$ cat config.mk
export PLATFORM = sky130hd
export DESIGN_NAME = reg_writeback
export DESIGN_NICKNAME = d
export VERILOG_FILES = /design/src/rtl/cpu_pkg.sv /design/src/rtl/wb_fifo.sv /design/src/rtl/reg_writeback.sv
export SDC_FILE = /design/constraint.sdc
export NUM_CORES = 1
export LEC_CHECK = 0
export ABC_AREA = 0
export CAP_MARGIN = 10
export CORE_MARGIN = 2
export CORE_UTILIZATION = 45
export DETAILED_ROUTE_END_ITERATION = 8
export PLACE_DENSITY = 0.71
export SLEW_MARGIN = 20
export SYNTH_ARGS = -nofsm -noshare
export SYNTH_HDL_FRONTEND = slang
export SYNTH_SLANG_ARGS = --single-unit
$ cat constraint.sdc
create_clock -name clk -period 2.1 [get_ports clk]
set_input_delay 0.525 -clock clk [delete_from_list [all_inputs] [get_ports clk]]
set_output_delay 0.525 -clock clk [all_outputs]
set_load 0.01 [all_outputs]
$ cat src/rtl/cpu_pkg.sv
// Shared CPU definitions: default register-file geometry and the write-back
// buffer state encoding.
package cpu_pkg;

   localparam int AW_DEFAULT = 5;
   localparam int DW_DEFAULT = 32;

   typedef enum logic [1:0] {
      IDLE = 2'd0,
      BUSY = 2'd1,
      FULL = 2'd2
   } wb_state_t;

endpackage

$ cat src/rtl/wb_fifo.sv
// Write-back entry storage: circular buffer of (address, data) pairs with
// wrapping pointers and an occupancy count. Entry ports exist only with REG_WRITEBACK_FORWARD_EN.
module wb_fifo
   import cpu_pkg::*;
#(
   parameter int DEPTH = 4,
   parameter int AW    = AW_DEFAULT,
   parameter int DW    = DW_DEFAULT,
   localparam int PTR_W = $clog2(DEPTH),
   localparam int CNT_W = PTR_W + 1
) (
   input  logic             clk,
   input  logic             reset,
   input  logic             push,
   input  logic             pop,
   input  logic [AW-1:0]    wr_addr,
   input  logic [DW-1:0]    wr_data,
   output logic [AW-1:0]    head_addr,
   output logic [DW-1:0]    head_data,
`ifdef REG_WRITEBACK_FORWARD_EN
   output logic [PTR_W-1:0] rd_ptr,
   output logic [AW-1:0]    ent_addr [DEPTH],
   output logic [DW-1:0]    ent_data [DEPTH],
`endif
   output logic [CNT_W-1:0] count
);

   logic [PTR_W-1:0] wr_ptr_q, wr_ptr_d;
   logic [PTR_W-1:0] rd_ptr_q, rd_ptr_d;
   logic [CNT_W-1:0] count_q, count_d;
   logic [AW-1:0]    addr_q [DEPTH];
   logic [AW-1:0]    addr_d [DEPTH];
   logic [DW-1:0]    data_q [DEPTH];
   logic [DW-1:0]    data_d [DEPTH];

   always_comb begin
      wr_ptr_d = wr_ptr_q;
      rd_ptr_d = rd_ptr_q;
      count_d  = count_q;
      addr_d   = addr_q;
      data_d   = data_q;
      if (push) begin
         addr_d[wr_ptr_q] = wr_addr;
         data_d[wr_ptr_q] = wr_data;
         wr_ptr_d         = wr_ptr_q + PTR_W'(1);
      end
      // Power-of-two depth: pointer overflow is the modulo wrap.
      if (pop) begin
         rd_ptr_d = rd_ptr_q + PTR_W'(1);
      end
      case ({push, pop})
         2'b10:   count_d = count_q + CNT_W'(1);
         2'b01:   count_d = count_q - CNT_W'(1);
         default: count_d = count_q;
      endcase
   end

   always_ff @(posedge clk or posedge reset) begin
      if (reset) begin
         wr_ptr_q <= '0;
         rd_ptr_q <= '0;
         count_q  <= '0;
      end else begin
         wr_ptr_q <= wr_ptr_d;
         rd_ptr_q <= rd_ptr_d;
         count_q  <= count_d;
      end
   end

   // Payload needs no reset: the count alone decides which slots are live.
   always_ff @(posedge clk) begin
      addr_q <= addr_d;
      data_q <= data_d;
   end

   assign head_addr = (count_q != '0) ? addr_q[rd_ptr_q] : '0;
   assign head_data = (count_q != '0) ? data_q[rd_ptr_q] : '0;
   assign count     = count_q;

`ifdef REG_WRITEBACK_FORWARD_EN
   assign rd_ptr   = rd_ptr_q;
   assign ent_addr = addr_q;
   assign ent_data = data_q;
`endif

endmodule

$ cat src/rtl/reg_writeback.sv
// Register write-back buffer: queues results, drains them into the register
// file around stalls, and optionally forwards pending data (REG_WRITEBACK_FORWARD_EN).
module reg_writeback
   import cpu_pkg::*;
#(
   parameter int DEPTH = 4,
   parameter int AW    = AW_DEFAULT,
   parameter int DW    = DW_DEFAULT
) (
   input  logic                   clk,
   input  logic                   reset,
   input  logic                   RegWrite,
   input  logic [AW-1:0]          Write_register,
   input  logic [DW-1:0]          Write_data,
   output logic                   wb_ready,
   input  logic                   rf_stall,
   output logic                   rf_we,
   output logic [AW-1:0]          rf_waddr,
   output logic [DW-1:0]          rf_wdata,
   input  logic [AW-1:0]          lookup_reg,
   output logic                   lookup_hit,
   output logic [DW-1:0]          lookup_data,
   output logic [$clog2(DEPTH):0] pending
);

   localparam int PTR_W = $clog2(DEPTH);
   localparam int CNT_W = PTR_W + 1;
   localparam logic [CNT_W-1:0] FULL_CNT = CNT_W'(DEPTH);

   wb_state_t        state_q, state_d;
   logic             push;
   logic             pop;
   logic [CNT_W-1:0] count;
   logic [AW-1:0]    head_addr;
   logic [DW-1:0]    head_data;

`ifdef REG_WRITEBACK_FORWARD_EN
   logic [PTR_W-1:0] rd_ptr;
   logic [AW-1:0]    ent_addr [DEPTH];
   logic [DW-1:0]    ent_data [DEPTH];
   logic [PTR_W-1:0] idx;
`endif

   // Register 0 is hardwired zero: the handshake completes but nothing is stored.
   assign wb_ready = !reset && (count < FULL_CNT);
   assign push     = RegWrite && wb_ready && (Write_register != '0);
   assign rf_we    = !reset && (count != '0) && !rf_stall;
   assign pop      = rf_we;
   assign rf_waddr = head_addr;
   assign rf_wdata = head_data;
   assign pending  = count;

   wb_fifo #(
      .DEPTH (DEPTH),
      .AW    (AW),
      .DW    (DW)
   ) u_fifo (
      .clk       (clk),
      .reset     (reset),
      .push      (push),
      .pop       (pop),
      .wr_addr   (Write_register),
      .wr_data   (Write_data),
      .head_addr (head_addr),
      .head_data (head_data),
`ifdef REG_WRITEBACK_FORWARD_EN
      .rd_ptr    (rd_ptr),
      .ent_addr  (ent_addr),
      .ent_data  (ent_data),
`endif
      .count     (count)
   );

   always_comb begin
      state_d = state_q;
      case (state_q)
         IDLE: if (push) state_d = BUSY;
         BUSY: begin
            if (push && !pop && (count == FULL_CNT - CNT_W'(1))) begin
               state_d = FULL;
            end else if (pop && !push && (count == CNT_W'(1))) begin
               state_d = IDLE;
            end
         end
         FULL: if (pop) state_d = BUSY;
         default: state_d = IDLE;
      endcase
   end

   always_ff @(posedge clk or posedge reset) begin
      if (reset) begin
         state_q <= IDLE;
      end else begin
         state_q <= state_d;
      end
   end

`ifdef REG_WRITEBACK_FORWARD_EN
   // Scan oldest to youngest so the last match wins.
   always_comb begin
      lookup_hit  = 1'b0;
      lookup_data = '0;
      idx         = '0;
      for (int i = 0; i < DEPTH; i++) begin
         idx = rd_ptr + PTR_W'(i);
         if ((CNT_W'(i) < count) && (lookup_reg != '0) && (ent_addr[idx] == lookup_reg)) begin
            lookup_hit  = 1'b1;
            lookup_data = ent_data[idx];
         end
      end
   end
`else
   logic unused_lookup;
   assign unused_lookup = ^lookup_reg;
   assign lookup_hit    = 1'b0;
   assign lookup_data   = '0;
`endif

endmodule

## After elaboration in Yosys (flattened, before gate mapping)

Index checks and enable logic that the tools add are counted.

- Multiplexer cells: 15
- Equality and inequality tests: 2
- Bitwise operators: 2
- Order comparisons: 4
- Add/subtract/negate cells: 4
- Reduce and logical (&&, ||, !) cells: 11

Operators with widths:

| operator | number |
|---|---|
| 128-bit bitwise mux | 1 |
| 32-bit 2-to-1 mux | 4 |
| 32-bit binary-select mux with 2-bit select | 1 |
| 32-bit demux with 2-bit select | 1 |
| 20-bit bitwise mux | 1 |
| 5-bit 2-to-1 mux | 4 |
| 5-bit binary-select mux with 2-bit select | 1 |
| 5-bit demux with 2-bit select | 1 |
| 3-bit >= comparator, second input constant | 2 |
| 1-bit logical AND | 6 |
| 2-bit inverter with 3-bit output | 2 |
| 3-bit one-hot mux with 2 select lines | 1 |
| 5-bit nonzero test | 1 |
| 2-bit by 1-bit adder with 2-bit output, second input constant | 2 |
| 3-bit by 1-bit adder with 3-bit output, second input constant | 1 |
| 3-bit by 1-bit less-than comparator with 1-bit output, second input constant | 1 |
| 3-bit less-than comparator, second input constant | 1 |
| 3-bit nonzero test | 1 |
| 3-bit by 1-bit subtractor with 3-bit output, second input constant | 1 |
| 2-bit by 1-bit equality test with 1-bit output, second input constant | 1 |
| 2-bit equality test, second input constant | 1 |
| 1-bit logical NOT | 2 |
| 2-bit nonzero test | 1 |

- Bits in registers: 155
- Output and inout port bits: 75

## Logic depth before layout (Yosys ltp)

Gate-level depths: netlist (run 1).

- Word-level depth: 6
- Depth in mapped cells: 9

## Cells and area by module

Synthesis (run 1) repeated with hierarchy kept, for this count alone.

- Cell total of the unflattened synthesis: 308
- Area, all modules: 6257.3 sq um

Modules (own cells, without submodules):

| module | cells an instance | area an instance (sq um) | times used |
|---|---|---|---|
| wb_fifo | 269 | 5974.5 | 1 |
| reg_writeback | 39 | 282.8 | 1 |

## Least setup slack after synthesis (run 1)

Ideal clock, no wire load.

- Path kind: in2reg
- From: input port Write_register[1]
- To: register u_fifo.count_q[2], in the netlist u_fifo.count[2]
- Arrival time: 2.253 ns
- Cell stages on the path: 9
- Setup slack: -0.232 ns
- Cells stage by stage: or3_1 o311a_4 inv_1 ha_1 inv_1 fa_1 xor2_1 nor2_1 xor2_1

- Longest elaborated chain between the ends: 4
- Elaborated cells between the ends (all ways): 6
- Those cells by class: 2 x eq/ne; 1 x mux; 3 x reduce/logical

Ends and longest elaborated chain:

| item | line | text |
|---|---|---|
| start, declared | reg_writeback.sv:13 | `input logic [AW-1:0] Write_register,` |
| 5-bit nonzero test (*) | reg_writeback.sv:46 | `assign push = RegWrite && wb_ready && (Write_register != '0);` |
| 1-bit logical AND (*) | reg_writeback.sv:46 |  |
| 2-bit by 1-bit equality test with 1-bit output / 2-bit equality test (equally long branches) | wb_fifo.sv:51 | `case ({push, pop})` |
| 3-bit one-hot mux with 2 select lines / 2-bit nonzero test (equally long branches) | n/a |  |
| end signal, assigned | wb_fifo.sv:66 | `count_q <= count_d;` |
| end, declared | wb_fifo.sv:30 | `logic [CNT_W-1:0] count_q, count_d;` |

Every way passes the cells marked *; elsewhere a longest branch is shown, timed or not.
A chain may end at the register's enable or synchronous reset.

## Worst setup path after layout (run 1)

- From: register u_fifo.rd_ptr_q[0]
- To: output port rf_wdata[1]

- Longest elaborated chain between the ends: 5

Ends and longest elaborated chain:

| item | line | text |
|---|---|---|
| start, declared | wb_fifo.sv:29 | `logic [PTR_W-1:0] rd_ptr_q, rd_ptr_d;` |
| start signal, assigned | wb_fifo.sv:65 | `rd_ptr_q <= rd_ptr_d;` |
| 2-bit inverter with 3-bit output (implied by the code) | wb_fifo.sv:77 | `assign head_data = (count_q != '0) ? data_q[rd_ptr_q] : '0;` |
| 32-bit binary-select mux with 2-bit select | wb_fifo.sv:77 |  |
| 32-bit 2-to-1 mux (implied by the code) (2 in a row) | wb_fifo.sv:77 |  |
| 32-bit 2-to-1 mux | wb_fifo.sv:77 |  |
| end, declared | reg_writeback.sv:19 | `output logic [DW-1:0] rf_wdata,` |

No other way between the ends. The select of a mux whose other input is x is not followed.

==> impl_metrics.json, run 1 <==
{
  "status": "finished, violations left",
  "violations": "setup timing",
  "start_kind": "register",
  "place_congestion": 0.7064,
  "ios": 121,
  "power.density_mw_per_mm2": 1329,
  "period_minus_slack_ns": 2.520,
  "final_area_mm2": 0.008432,
  "ys_seq_area_frac": 0.7358,
  "finalHoldViolCount": 0,
  "cts_sinks": 155,
  "hold_end": "u_fifo.addr_q[15]$_DFFE_PP_",
  "ys_types": 22,
  "clk_latency_ns": 0.41,
  "synth_top_area_frac": 0.7079,
  "yosysTopAreaCell": "edfxtp_1",
  "grt_start_max_net_pins": 26,
  "rsz0062_at_grt": "true",
  "clock_skew_ns": 0.006096,
  "r2r_end": "u_fifo.count[2]$_DFFE_PP0P_",
  "holdWs_ns": 0.4411,
  "drt-wirelength-per-cell_um": 19.40,
  "drt_pass1_iterations": 4,
  "fmax_ghz": 0.3969,
  "cts_tree": "built",
  "r2r_start": "u_fifo.count[0]$_DFFE_PP0P_",
  "antenna_found_initial": 0,
  "worstSetupEndpointType": "output pin",
  "final_cells": 644,
  "irDropWorstVdd_mv": 0.6648,
  "total_leakage_power_nw": 3.107,
  "post_dp_cell_area_mm2": 0.007502,
  "die_area_mm2": 0.01491,
  "grt_pass1_vias": 3246,
  "crit_fanout": 5,
  "worstHoldStart": "Write_register[0]",
  "vias": 3194,
  "cp.required_ns": 1.57,
  "routed_wl_um": 12490,
  "rr_worst_depth": 9,
  "root_buffer": "clkbuf_16",
  "r2r_slack_ns": 0.13,
  "min_path_type": "in2reg",
  "placed_cells": 591,
  "max-clock-path-buffers": 2,
  "drt-initial-drc-count": 189,
  "cp.arrival_ns": 1.99,
  "syn_avg_cell_area_um2": 20.45,
  "slew_violations": 0,
  "syn_area_mm2": 0.006279,
  "path_class": "reg2out",
  "setup_ws_ns": -0.4195,
  "die-width_um": 122.1,
  "grt-ovfl-total": 0,
  "diodes": 0,
  "synth_seq_cells": 155,
  "holdBufCountCts": 0,
  "rows": 43,
  "postRouteAntennaNets": 0,
  "yosysWarningCount": 0,
  "drt-vias-per-instance": 4.960,
  "syn2layout_area_growth_pct": 34.30,
  "initial_core_util": 0.4559,
  "min_path_cells": 2,
  "die_h_um": 122.1,
  "setup_viol": 37,
  "period_share": 1.200,
  "netlist_instances": 307,
  "clk_pin_slew_ns": 0.06,
  "grt_pass1_wl_um": 18350,
  "fin_nets": 503,
  "hpwlAfterDp_um": 7372,
  "port_buffers": 82,
  "htreeDepth": 4,
  "layout-drive-gt1-share": 0.4246,
  "core_mm2": 0.01377,
  "drc": 0,
  "yosys-top-cells-area": "edfxtp_1, mux4_2, buf_4, nor2b_1, dfrtp_1",
  "grt_util_all_layers": 0.1722,
  "maxCapViolCount": 0,
  "cts_buffers": 17
}
layer usage:
layer  GRT usage  vias to the layer above  part of all wire
li1            -                     1423                 -
met3     0.04448                       18             0.057
met4     0.05460                        0             0.014
met2      0.2839                      117              0.51
met5           0                        -                 0
met1      0.2258                     1636              0.42
state kept, by name, summed over array words and instances, names as in the netlist:
signal           flops
u_fifo.rd_ptr_q      2
u_fifo.count         3
u_fifo.wr_ptr_q      2
u_fifo.data_q      128
u_fifo.addr_q       20
where the power goes:
part	internal (mW)	switching (mW)
logic	2.63	1.88
clock network	1.65	1.23
registers	3.69	0.129
worst max path at each step:
stage | start | end | slack [ns] | cells past startpoint
finish | u_fifo.rd_ptr_q[0]$_DFFE_PP0P_ | rf_wdata[1] | -0.42 | 6
global route | u_fifo.rd_ptr_q[0]$_DFFE_PP0P_ | rf_wdata[1] | -0.46 | 6
CTS | u_fifo.rd_ptr_q[0]$_DFFE_PP0P_ | rf_wdata[25] | -0.41 | 6
detailed placement | Write_register[1] | u_fifo.count[2]$_DFFE_PP0P_ | -0.66 | 10
global placement | Write_register[1] | u_fifo.count[2]$_DFFE_PP0P_ | -0.62 | 10
floorplan | Write_register[1] | u_fifo.count[2]$_DFFE_PP0P_ | -0.20 | 9
cell usage in the layout (no fill, tap or decap), types with 5 or more instances in the layout:
master / count
edfxtp_1: 148
buf_2: 22
buf_6: 21
nor2b_4: 15
clkdlybuf4s50_1: 39
conb_1: 33
buf_12: 11
mux4_2: 37
clkbuf_16: 19
buf_4: 36
dfrtp_1: 5
inv_1: 5
nor2b_1: 21
clkinv_4: 6
cells in the mapped netlist, drive strengths merged:
cell type  instances
nor2b             37
buf               41
ha                 5
nor2               2
o311a              1
and2               4
clkbuf             4
mux2               1
nor3               2
edfxtp           148
nor4b              1
conb               1
fa                 1
mux4              37
mux2i              1
or3                1
dfrtp              7
inv                7
xor2               4
xnor2              2
cell type report:
cell class              count  area [µm²]
clock buffers              17       425.4
clock inverters            15       141.4
fillers                   989        5341
inverters                   7       28.78
multi-input cells         132        1593
flip-flops and latches    155        4622
well taps                 180       225.2
repair buffers            138        1396
through the flow:
| step | power, mW | setup TNS (ns) | util | setup slack, ns |
|---|---|---|---|---|
| 2_1_floorplan | 5.920 | -0.2927 | - | -0.2031 |
| 3_3_place_gp | 7.639 | -68.14 | 0.5447 | -0.6163 |
| 3_5_place_dp | 7.686 | -73.48 | 0.5447 | -0.6554 |
| 4_1_cts | 10.84 | -13.71 | 0.5952 | -0.4070 |
| 5_1_grt | 11.72 | -14.10 | 0.6122 | -0.4599 |
| 6_report | 11.21 | -11.96 | 0.6122 | -0.4195 |
worst max-delay path, stage by stage (launching register included):
cell and delay, ns:
dfrtp_2 0.39, buf_6 0.12, buf_6 0.12, buf_12 0.12
mux4_2 0.53, nor2b_1 0.15, buf_2 0.14
kinds of logic after synthesis:
kind of cell	Yosys count	share of synthesized area
muxes	39	0.1367
and+or+nand+nor	47	0.04683
DFF	155	0.7358
xor gates and xnor gates	6	0.008370
AOI/OAI and AO/OA	1	0.003388
adders and majority gates	6	0.01315
other	1	0.0005973
buffers and inverters	52	0.05520
timing repair:
| item | in CTS | in global routing |
|---|---|---|
| gates cloned | 5 | 2 |
| gates resized for setup | 179 | 44 |
| pin swaps | 5 | 9 |
| endpoints found under the setup margin | 49 | 39 |
| setup buffers | 8 | 11 |
(Power assumes the default switching activity.)
==> inputs of run 2 (changes only) <==
clock period = 3 ns   (was 2.1 ns; I/O delays follow)
==> run 2 against run 1 <==
The flow now finishes without violations. Critical path depth is 2 lower. Final area is 5.8% lower. Global-route usage is 1.0 points lower. Flip-flop and latch count stayed put. First-iteration DRC count is 3.7% higher. Routed wire length is 11% lower. Sequential share of layout area is 3.4 points higher. Largest cell class unchanged. Largest power group is now sequential cells.
==> impl_metrics.json, run 2 (same netlist as run 1, synthesis figures left out) <==
{
  "largest_reg_flops": 128,
  "use_met1": 0.2128,
  "p_clk_frac": 0.298,
  "grt_util_all_layers": 0.1620,
  "final_common_cell": "edfxtp_1",
  "clk_latency_ns": 0.41,
  "slowest_delay_ns": 0.50,
  "rsz0062_at_grt": "false",
  "drt-vias-per-instance": 4.931,
  "crit_path_start": "u_fifo.rd_ptr_q[0]$_DFFE_PP0P_",
  "r2r_end": "u_fifo.count[2]$_DFFE_PP0P_",
  "antenna_found_initial": 0,
  "grt-busiest-layer": "met2",
  "worstPathCellList": "buf_12, mux4_2, nor2b_1, clkdlybuf4s50_1",
  "layout-drive-gt1-share": 0.2297,
  "worstSetupEndpointType": "output pin",
  "comb_power_share": 0.329,
  "layout_common_cells": "edfxtp_1, clkdlybuf4s50_1, mux4_2, nor2b_1, dlygate4sd2_1",
  "top_register": "u_fifo.data_q",
  "p_seq_frac": 0.373,
  "grtUsageMet3": 0.04822,
  "total_leakage_power_nw": 2.809,
  "drt-wirelength-per-cell_um": 18.27,
  "status": "finished clean",
  "drc": 0,
  "fmax_ghz": 0.3457,
  "cts_sinks": 155,
  "crit_fanout": 11,
  "port_buffers": 82,
  "ios": 121,
  "hpwlAfterDp_um": 6769,
  "postRouteAntennaNets": 0,
  "vias": 3013,
  "initial_core_util": 0.4559,
  "fin_nets": 470,
  "power.density_mw_per_mm2": 903.2,
  "p_sw_mw": 2.002,
  "diodes": 0,
  "r2r_slack_ns": 0.79,
  "grt-ovfl-total": 0,
  "die_h_um": 122.1,
  "root_buffer": "clkbuf_16",
  "met2_usage": 0.2608,
  "start_kind": "register",
  "syn2layout_area_growth_pct": 26.48,
  "clock_skew_ns": 0.006145,
  "place_congestion": 0.6426,
  "period_minus_slack_ns": 2.893,
  "cp.arrival_ns": 2.14,
  "holdBufCountCts": 0,
  "internal_power_mw": 5.171,
  "swShare": 0.2790,
  "fin_util": 0.5766,
  "grt_start_max_net_pins": 28,
  "final_area_mm2": 0.007941,
  "grt_pass1_wl_um": 17250,
  "finalHoldViolCount": 0,
  "cts_buffers": 17,
  "cts_tree": "built",
  "grt_pass1_vias": 3208,
  "drt-initial-drc-count": 196,
  "slew_violations": 0,
  "routed_wl_um": 11160,
  "core_mm2": 0.01377,
  "irDropWorstVdd_mv": 0.4531,
  "max-clock-path-buffers": 2,
  "period_share": 0.9644,
  "setup_viol": 0,
  "post_dp_cell_area_mm2": 0.007322,
  "rr_worst_depth": 10,
  "die_area_mm2": 0.01491,
  "cp_slowest_cell": "mux4_2",
  "fill_cells": 1074,
  "rows": 43,
  "htreeDepth": 4,
  "clk_pin_slew_ns": 0.06,
  "path_class": "reg2out",
  "maxCapViolCount": 0,
  "crit_end": "rf_wdata[25]",
  "die-width_um": 122.1,
  "min_path_type": "reg2reg",
  "cp.required_ns": 2.25,
  "drt_pass1_iterations": 4,
  "r2r_start": "u_fifo.count[0]$_DFFE_PP0P_"
}
==> run 2: cell types whose count changed in the layout (fill, tap and decap cells not counted), moves of 8 or more <==
cell / before / now
buf_6: 21 / 0
clkdlybuf4s50_1: 39 / 48
nor2b_1: 21 / 37
nor2b_4: 15 / 0
buf_2: 22 / 0
buf_12: 11 / 3
dlygate4sd2_1: 1 / 34
buf_4: 36 / 18
==> run 2: critical path: cells and delay by family (launching register included) <==
family	cells	cell delay, ns
DFF	1	0.44
and+or+nand+nor	1	0.15
buffers and inverters	2	0.64
muxes	1	0.50
==> run 2: metal layers <==
| layer | wire, µm | up-vias |
|---|---|---|
| li1 | - | 1356 |
| met1 | 4931 | 1547 |
| met2 | 5524 | 104 |
| met3 | 636 | 6 |
| met4 | 72 | 0 |
| met5 | 0 | - |
==> run 2: how the worst min path moves through the flow <==
stage / to / slack (ns) / startpoint / depth (start not counted)
after CTS: u_fifo.wr_ptr_q[1]$_DFFE_PP0P_ / 0.58 / u_fifo.wr_ptr_q[1]$_DFFE_PP0P_ / 1
after global routing: u_fifo.wr_ptr_q[1]$_DFFE_PP0P_ / 0.61 / u_fifo.wr_ptr_q[1]$_DFFE_PP0P_ / 1
after global placement: u_fifo.count[2]$_DFFE_PP0P_ / 0.54 / u_fifo.count[2]$_DFFE_PP0P_ / 1
after detailed placement: u_fifo.wr_ptr_q[1]$_DFFE_PP0P_ / 0.57 / u_fifo.wr_ptr_q[1]$_DFFE_PP0P_ / 1
after floorplan: u_fifo.wr_ptr_q[1]$_DFFE_PP0P_ / 0.53 / u_fifo.wr_ptr_q[1]$_DFFE_PP0P_ / 1
final: u_fifo.wr_ptr_q[1]$_DFFE_PP0P_ / 0.59 / u_fifo.wr_ptr_q[1]$_DFFE_PP0P_ / 1
==> run 2: repair_timing <==
action                     CTS  global route
gates resized for setup     39             0
gates cloned                 1             0
setup buffers                0             2
setup endpoints to repair   37             3
==> run 2: layout make-up <==
cell class / instances / area, µm² / area share
flip-flops and latches: 155 / 4624 / 0.5823
clock buffers: 17 / 425.4 / 0.05357
well taps: 180 / 225.2 / 0.02836
multi-input cells: 132 / 1438 / 0.1810
inverters: 7 / 26.28 / 0.003309
repair buffers: 105 / 1028 / 0.1295
clock inverters: 15 / 173.9 / 0.02190
==> run 2: per-stage QoR <==
stage / setup TNS [ns] / setup WS [ns] / hold slack, ns / power [mW] / instances
global placement: 0 / 0.03198 / 0.5407 / 5.203 / 576
detailed placement: -0.04949 / -0.04949 / 0.5657 / 5.252 / 576
floorplan: 0 / 0.4432 / 0.5348 / 4.133 / 339
finish: 0 / 0.1069 / 0.5936 / 7.173 / 611
CTS: -0.05255 / -0.02897 / 0.5847 / 7.272 / 609
global route: 0 / 0.03548 / 0.6113 / 7.550 / 611
==> run 2: power by group through the flow <==
stage | Combinational, mW | Sequential (mW) | Clock (mW)
2_1_floorplan | 1.44 | 2.69 | 0
3_3_place_gp | 2.51 | 2.70 | 0
3_5_place_dp | 2.54 | 2.72 | 0
4_1_cts | 2.39 | 2.69 | 2.19
5_1_grt | 2.59 | 2.69 | 2.27
6_report | 2.36 | 2.67 | 2.14
==> inputs of run 3 (changes only) <==
CORE_MARGIN = default   (was 2)
CTS_CLUSTER_SIZE = 8   (was default)
clock period = 3.3 ns   (was 3 ns; I/O delays follow)
==> run 3 against run 2 <==
Critical path depth did not move. Sequential share of layout area increased by 0.24 points. Clock skew down 0.00071 ns. Die area fell by 3.2%.
==> impl_metrics.json, run 3 (same netlist as run 1, synthesis figures left out) <==
{
  "status": "finished clean",
  "holdBufCountCts": 0,
  "vias": 2986,
  "root_buffer": "clkbuf_16",
  "grt_pass1_vias": 3077,
  "crit_fanout": 39,
  "cts_sinks": 155,
  "cts_buffers": 17,
  "fmax_ghz": 0.3213,
  "crit_end": "rf_wdata[11]",
  "slowest_delay_ns": 0.56,
  "grt_pass1_wl_um": 16700,
  "finalHoldViolCount": 0,
  "core_mm2": 0.01340,
  "comb_power_share": 0.337,
  "final_cells": 595,
  "postRouteAntennaNets": 0,
  "syn2layout_area_growth_pct": 25.89,
  "fin_nets": 460,
  "worstSetupEndpointType": "output pin",
  "largest_reg_flops": 128,
  "grt_start_max_net_pins": 40,
  "period_minus_slack_ns": 3.112,
  "swShare": 0.2635,
  "p_sw_mw": 1.746,
  "p_seq_frac": 0.365,
  "cp_slowest_cell": "mux4_2",
  "total_leakage_power_nw": 2.695,
  "place_congestion": 0.6881,
  "port_buffers": 82,
  "clock_skew_ns": 0.005433,
  "period_share": 0.9430,
  "hpwlAfterDp_um": 6284,
  "worstPathCellList": "buf_12, mux4_2, nor2b_1, clkdlybuf4s50_1",
  "start_kind": "register",
  "die_area_mm2": 0.01443,
  "htreeDepth": 4,
  "clk_pin_slew_ns": 0.06,
  "top_register": "u_fifo.data_q",
  "final_common_cell": "edfxtp_1",
  "rsz0062_at_grt": "false",
  "holdWs_ns": 0.5849,
  "power.density_mw_per_mm2": 838.4,
  "die-width_um": 120.1,
  "min_path_cells": 1,
  "layout-drive-gt1-share": 0.2076,
  "internal_power_mw": 4.881,
  "placed_cells": 565,
  "rr_worst_depth": 9,
  "drt-wirelength-per-cell_um": 17.63,
  "cts_tree": "built",
  "cp.arrival_ns": 2.29,
  "irDropWorstVdd_mv": 0.4374,
  "max-clock-path-buffers": 2,
  "initial_core_util": 0.4685,
  "fill_cells": 1008,
  "drc": 0,
  "postCtsSetupRepairBufs": 0,
  "maxCapViolCount": 0,
  "die_h_um": 120.1,
  "post_cts_resized": 0,
  "clk_latency_ns": 0.41,
  "drt-initial-drc-count": 159,
  "drt-vias-per-instance": 5.018,
  "rows": 42,
  "diodes": 0,
  "crit_path_start": "u_fifo.rd_ptr_q[0]$_DFFE_PP0P_",
  "grt_util_all_layers": 0.1608,
  "layout_common_cells": "edfxtp_1, clkdlybuf4s50_1, mux4_2, nor2b_1, conb_1",
  "r2r_slack_ns": 1.18,
  "min_path_type": "reg2reg",
  "p_clk_frac": 0.298,
  "routed_wl_um": 10490,
  "r2r_end": "u_fifo.count[2]$_DFFE_PP0P_",
  "path_class": "reg2out",
  "drt_pass1_iterations": 4,
  "antenna_found_initial": 0,
  "r2r_start": "u_fifo.count[2]$_DFFE_PP0P_",
  "tns_ns": 0,
  "ios": 121,
  "grt-ovfl-total": 0,
  "setup_viol": 0,
  "slew_violations": 0,
  "cp.required_ns": 2.47
}
run 3: cell types whose count changed in the layout (fill, tap and decap cells not counted), sizes merged:
cell | before | now
buf | 23 | 13
clkbuf | 17 | 18
dlygate4sd2 | 34 | 0
clkdlybuf4s50 | 48 | 82
bufinv | 3 | 4
clkinv | 7 | 6
clkinvlp | 3 | 2
inv | 9 | 7
run 3: cell type report:
type	count	area [µm²]	area share
well taps	176	220.2	0.02786
multi-input cells	132	1438	0.1819
flip-flops and latches	155	4622	0.5848
inverters	7	26.28	0.003324
clock inverters	12	175.2	0.02216
clock buffers	18	429.2	0.05430
repair buffers	95	993.5	0.1257
run 3: through the flow:
stage / setup WS, ns / cell area [µm²] / utilization / total power [mW]
2_1_floorplan: 0.6682 / 6399 / - / 3.757
3_5_place_dp: 0.01017 / 7300 / 0.5447 / 4.740
3_3_place_gp: 0.1370 / 7300 / 0.5447 / 4.715
5_1_grt: 0.05847 / 7904 / 0.5898 / 6.951
4_1_cts: 0.1425 / 7904 / 0.5898 / 6.709
6_report: 0.1881 / 7904 / 0.5898 / 6.627
run 3: critical path: cells and delay by family (launching register included):
| kind | cells | cell delay [ns] |
|---|---|---|
| buffers and inverters | 2 | 0.79 |
| multiplexers | 1 | 0.56 |
| AND/OR/NAND/NOR | 1 | 0.15 |
| flip-flops | 1 | 0.37 |
run 3: how the worst min path moves through the flow:
stage                                        start                              to  slack (ns)
floorplan           u_fifo.wr_ptr_q[1]$_DFFE_PP0P_  u_fifo.wr_ptr_q[1]$_DFFE_PP0P_        0.53
global route           u_fifo.count[0]$_DFFE_PP0P_     u_fifo.count[0]$_DFFE_PP0P_        0.61
global placement       u_fifo.count[0]$_DFFE_PP0P_     u_fifo.count[0]$_DFFE_PP0P_        0.54
detailed placement     u_fifo.count[0]$_DFFE_PP0P_     u_fifo.count[0]$_DFFE_PP0P_        0.58
CTS                 u_fifo.wr_ptr_q[1]$_DFFE_PP0P_  u_fifo.wr_ptr_q[1]$_DFFE_PP0P_        0.59
finish              u_fifo.wr_ptr_q[1]$_DFFE_PP0P_  u_fifo.wr_ptr_q[1]$_DFFE_PP0P_        0.58
run 3: layer usage:
layer	part of all wire	up-vias	GRT usage	wire, µm
met5	0	-	0	0
met4	0.016	0	0.05938	169
met3	0.051	18	0.04563	531
met2	0.49	117	0.2597	5129
met1	0.44	1525	0.2074	4661
li1	-	1326	-	-
run 3: power groups by stage:
| stage | Sequential [mW] | Combinational (mW) | Clock (mW) |
|---|---|---|---|
| 2_1_floorplan | 2.45 | 1.31 | 0 |
| 3_3_place_gp | 2.45 | 2.27 | 0 |
| 3_5_place_dp | 2.46 | 2.28 | 0 |
| 4_1_cts | 2.42 | 2.29 | 2.00 |
| 5_1_grt | 2.44 | 2.44 | 2.08 |
| 6_report | 2.42 | 2.23 | 1.97 |
==> patch: new RTL, config.mk and constraints of run 1 <==
Set the package constant `AW_DEFAULT` to 6 (it was 5).
--- a/src/rtl/cpu_pkg.sv
+++ b/src/rtl/cpu_pkg.sv
@@ -2,7 +2,7 @@
 // buffer state encoding.
 package cpu_pkg;
 
-   localparam int AW_DEFAULT = 5;
+   localparam int AW_DEFAULT = 6;
    localparam int DW_DEFAULT = 32;
 
    typedef enum logic [1:0] {
Ports: changed (resized Write_register, lookup_reg and rf_waddr); port bits go from 121 to 124. The function was not compared with the original's and may differ.
==> patch against run 1 <==
The run still ends with negative setup slack left. Area after synthesis grew 2.2%. Sequential share of layout area shrank 0.32 points. Sequential cell count grew 4. Cell area grew 3.2%. Hold slack lost 170 ps. Critical endpoint is now rf_waddr[5]. Power grew 4.1%. First-iteration DRC count grew 30%. Utilization grew 1.5 points. Worst setup slack gained 96 ps. Clock power grew 8.7%. Routed wire length grew 6.9%.
==> patch: results (changes against run 1) <==
<table>
<tr><th>Metric</th><th>Value</th></tr>
<tr><th colspan="2">Outcome</th></tr>
<tr><td>Failing checks</td><td>negative setup slack (unchanged)</td></tr>
<tr><td>Run status</td><td>finished, violations left (unchanged)</td></tr>
<tr><th colspan="2">STA</th></tr>
<tr><td>Setup TNS</td><td>-10080 ps (was -11960 ps)</td></tr>
<tr><td>Final setup violation count</td><td>39 (was 37)</td></tr>
<tr><td>Slack of the critical path</td><td>-324 ps (was -420 ps)</td></tr>
<tr><td>Fin Hold WS</td><td>271 ps (was 441 ps)</td></tr>
<tr><th colspan="2">Setup path</th></tr>
<tr><td>Maximum fanout count along the critical path</td><td>7 (was 5)</td></tr>
<tr><td>R2R setup slack</td><td>110 ps (was 130 ps)</td></tr>
<tr><td>Cells on worst reg2reg path</td><td>10 (was 9)</td></tr>
<tr><td>Data arrival time of the critical path</td><td>1900 ps (was 1990 ps)</td></tr>
<tr><th colspan="2">GRT</th></tr>
<tr><td>Global routing usage on met2</td><td>28.6% (was 28.4%)</td></tr>
<tr><td>Overall global routing resource usage</td><td>17.6% (was 17.2%)</td></tr>
<tr><td>Global-route track usage on met1</td><td>22.6% (about the same)</td></tr>
<tr><td>Maximum number of pins on one net before global-route repair</td><td>22 (was 26)</td></tr>
<tr><th colspan="2">Routing</th></tr>
<tr><td>Metal-1 WL</td><td>5170 um (was 5210 um)</td></tr>
<tr><th colspan="2">Synthesis</th></tr>
<tr><td>Share of flip-flops with an asynchronous set or reset</td><td>4.40% (was 4.52%)</td></tr>
<tr><td>Distinct cells, synth</td><td>21 (was 22)</td></tr>
<tr><td>EDFF count, synth</td><td>152 (was 148)</td></tr>
<tr><td>Top cells by instance count after synthesis</td><td>sky130_fd_sc_hd__edfxtp_1 (152), sky130_fd_sc_hd__mux4_2 (38), sky130_fd_sc_hd__nor2b_1 (38) (was sky130_fd_sc_hd__edfxtp_1 (148), sky130_fd_sc_hd__mux4_2 (37), sky130_fd_sc_hd__nor2b_1 (37))</td></tr>
<tr><th colspan="2">Power</th></tr>
<tr><td>Static Leakage</td><td>0.00319 uW (was 0.00311 uW)</td></tr>
<tr><td>IR drop worst, VDD</td><td>0.987 mV (was 0.665 mV)</td></tr>
<tr><td>Overall power consumption</td><td>11700 uW (was 11200 uW)</td></tr>
<tr><td>Net load switching power</td><td>3220 uW (was 3240 uW)</td></tr>
<tr><th colspan="2">Placement</th></tr>
<tr><td>Number of cells in the design after placement</td><td>599 (was 591)</td></tr>
<tr><td>Post-Place Setup Slack</td><td>-827 ps (was -655 ps)</td></tr>
<tr><td>Final GP Congestion</td><td>0.736 (was 0.706)</td></tr>
<tr><th colspan="2">Final layout</th></tr>
<tr><td>Layout cell share with drive strength beyond 1</td><td>41.8% (was 42.5%)</td></tr>
</table>
[patch: critical path, cell delays in order (launching register included)]
cell and delay, ps:
sky130_fd_sc_hd__dfrtp_2 370, sky130_fd_sc_hd__buf_12 150, sky130_fd_sc_hd__buf_12 130, sky130_fd_sc_hd__buf_6 90, sky130_fd_sc_hd__mux4_2 490, sky130_fd_sc_hd__nor2b_4 150, sky130_fd_sc_hd__buf_6 110
[patch: logic make-up (layout without fill, tap and decap cells)]
group           Yosys count  in the layout  synth area share (%)
fa+ha+maj                 6              6                  1.29
buf+inv                  53            173                  5.13
compound gates            1              1                 0.332
simple gates             48             48                  4.76
other cells               1             33                0.0585
xor+xnor                  6              6                 0.819
flops                   159            159                  73.9
mux                      40             40                  13.7
[patch: layout make-up]
type                            instances  area [um2]
Fill cell                             980        5180
Sequential cell                       159        4740
Multi-Input combinational cell        134        1660
Timing Repair Buffer                  134        1440
Clock buffer                           22         444
Tap cell                              180         225
Clock inverter                         10         163
Inverter                                7        26.3
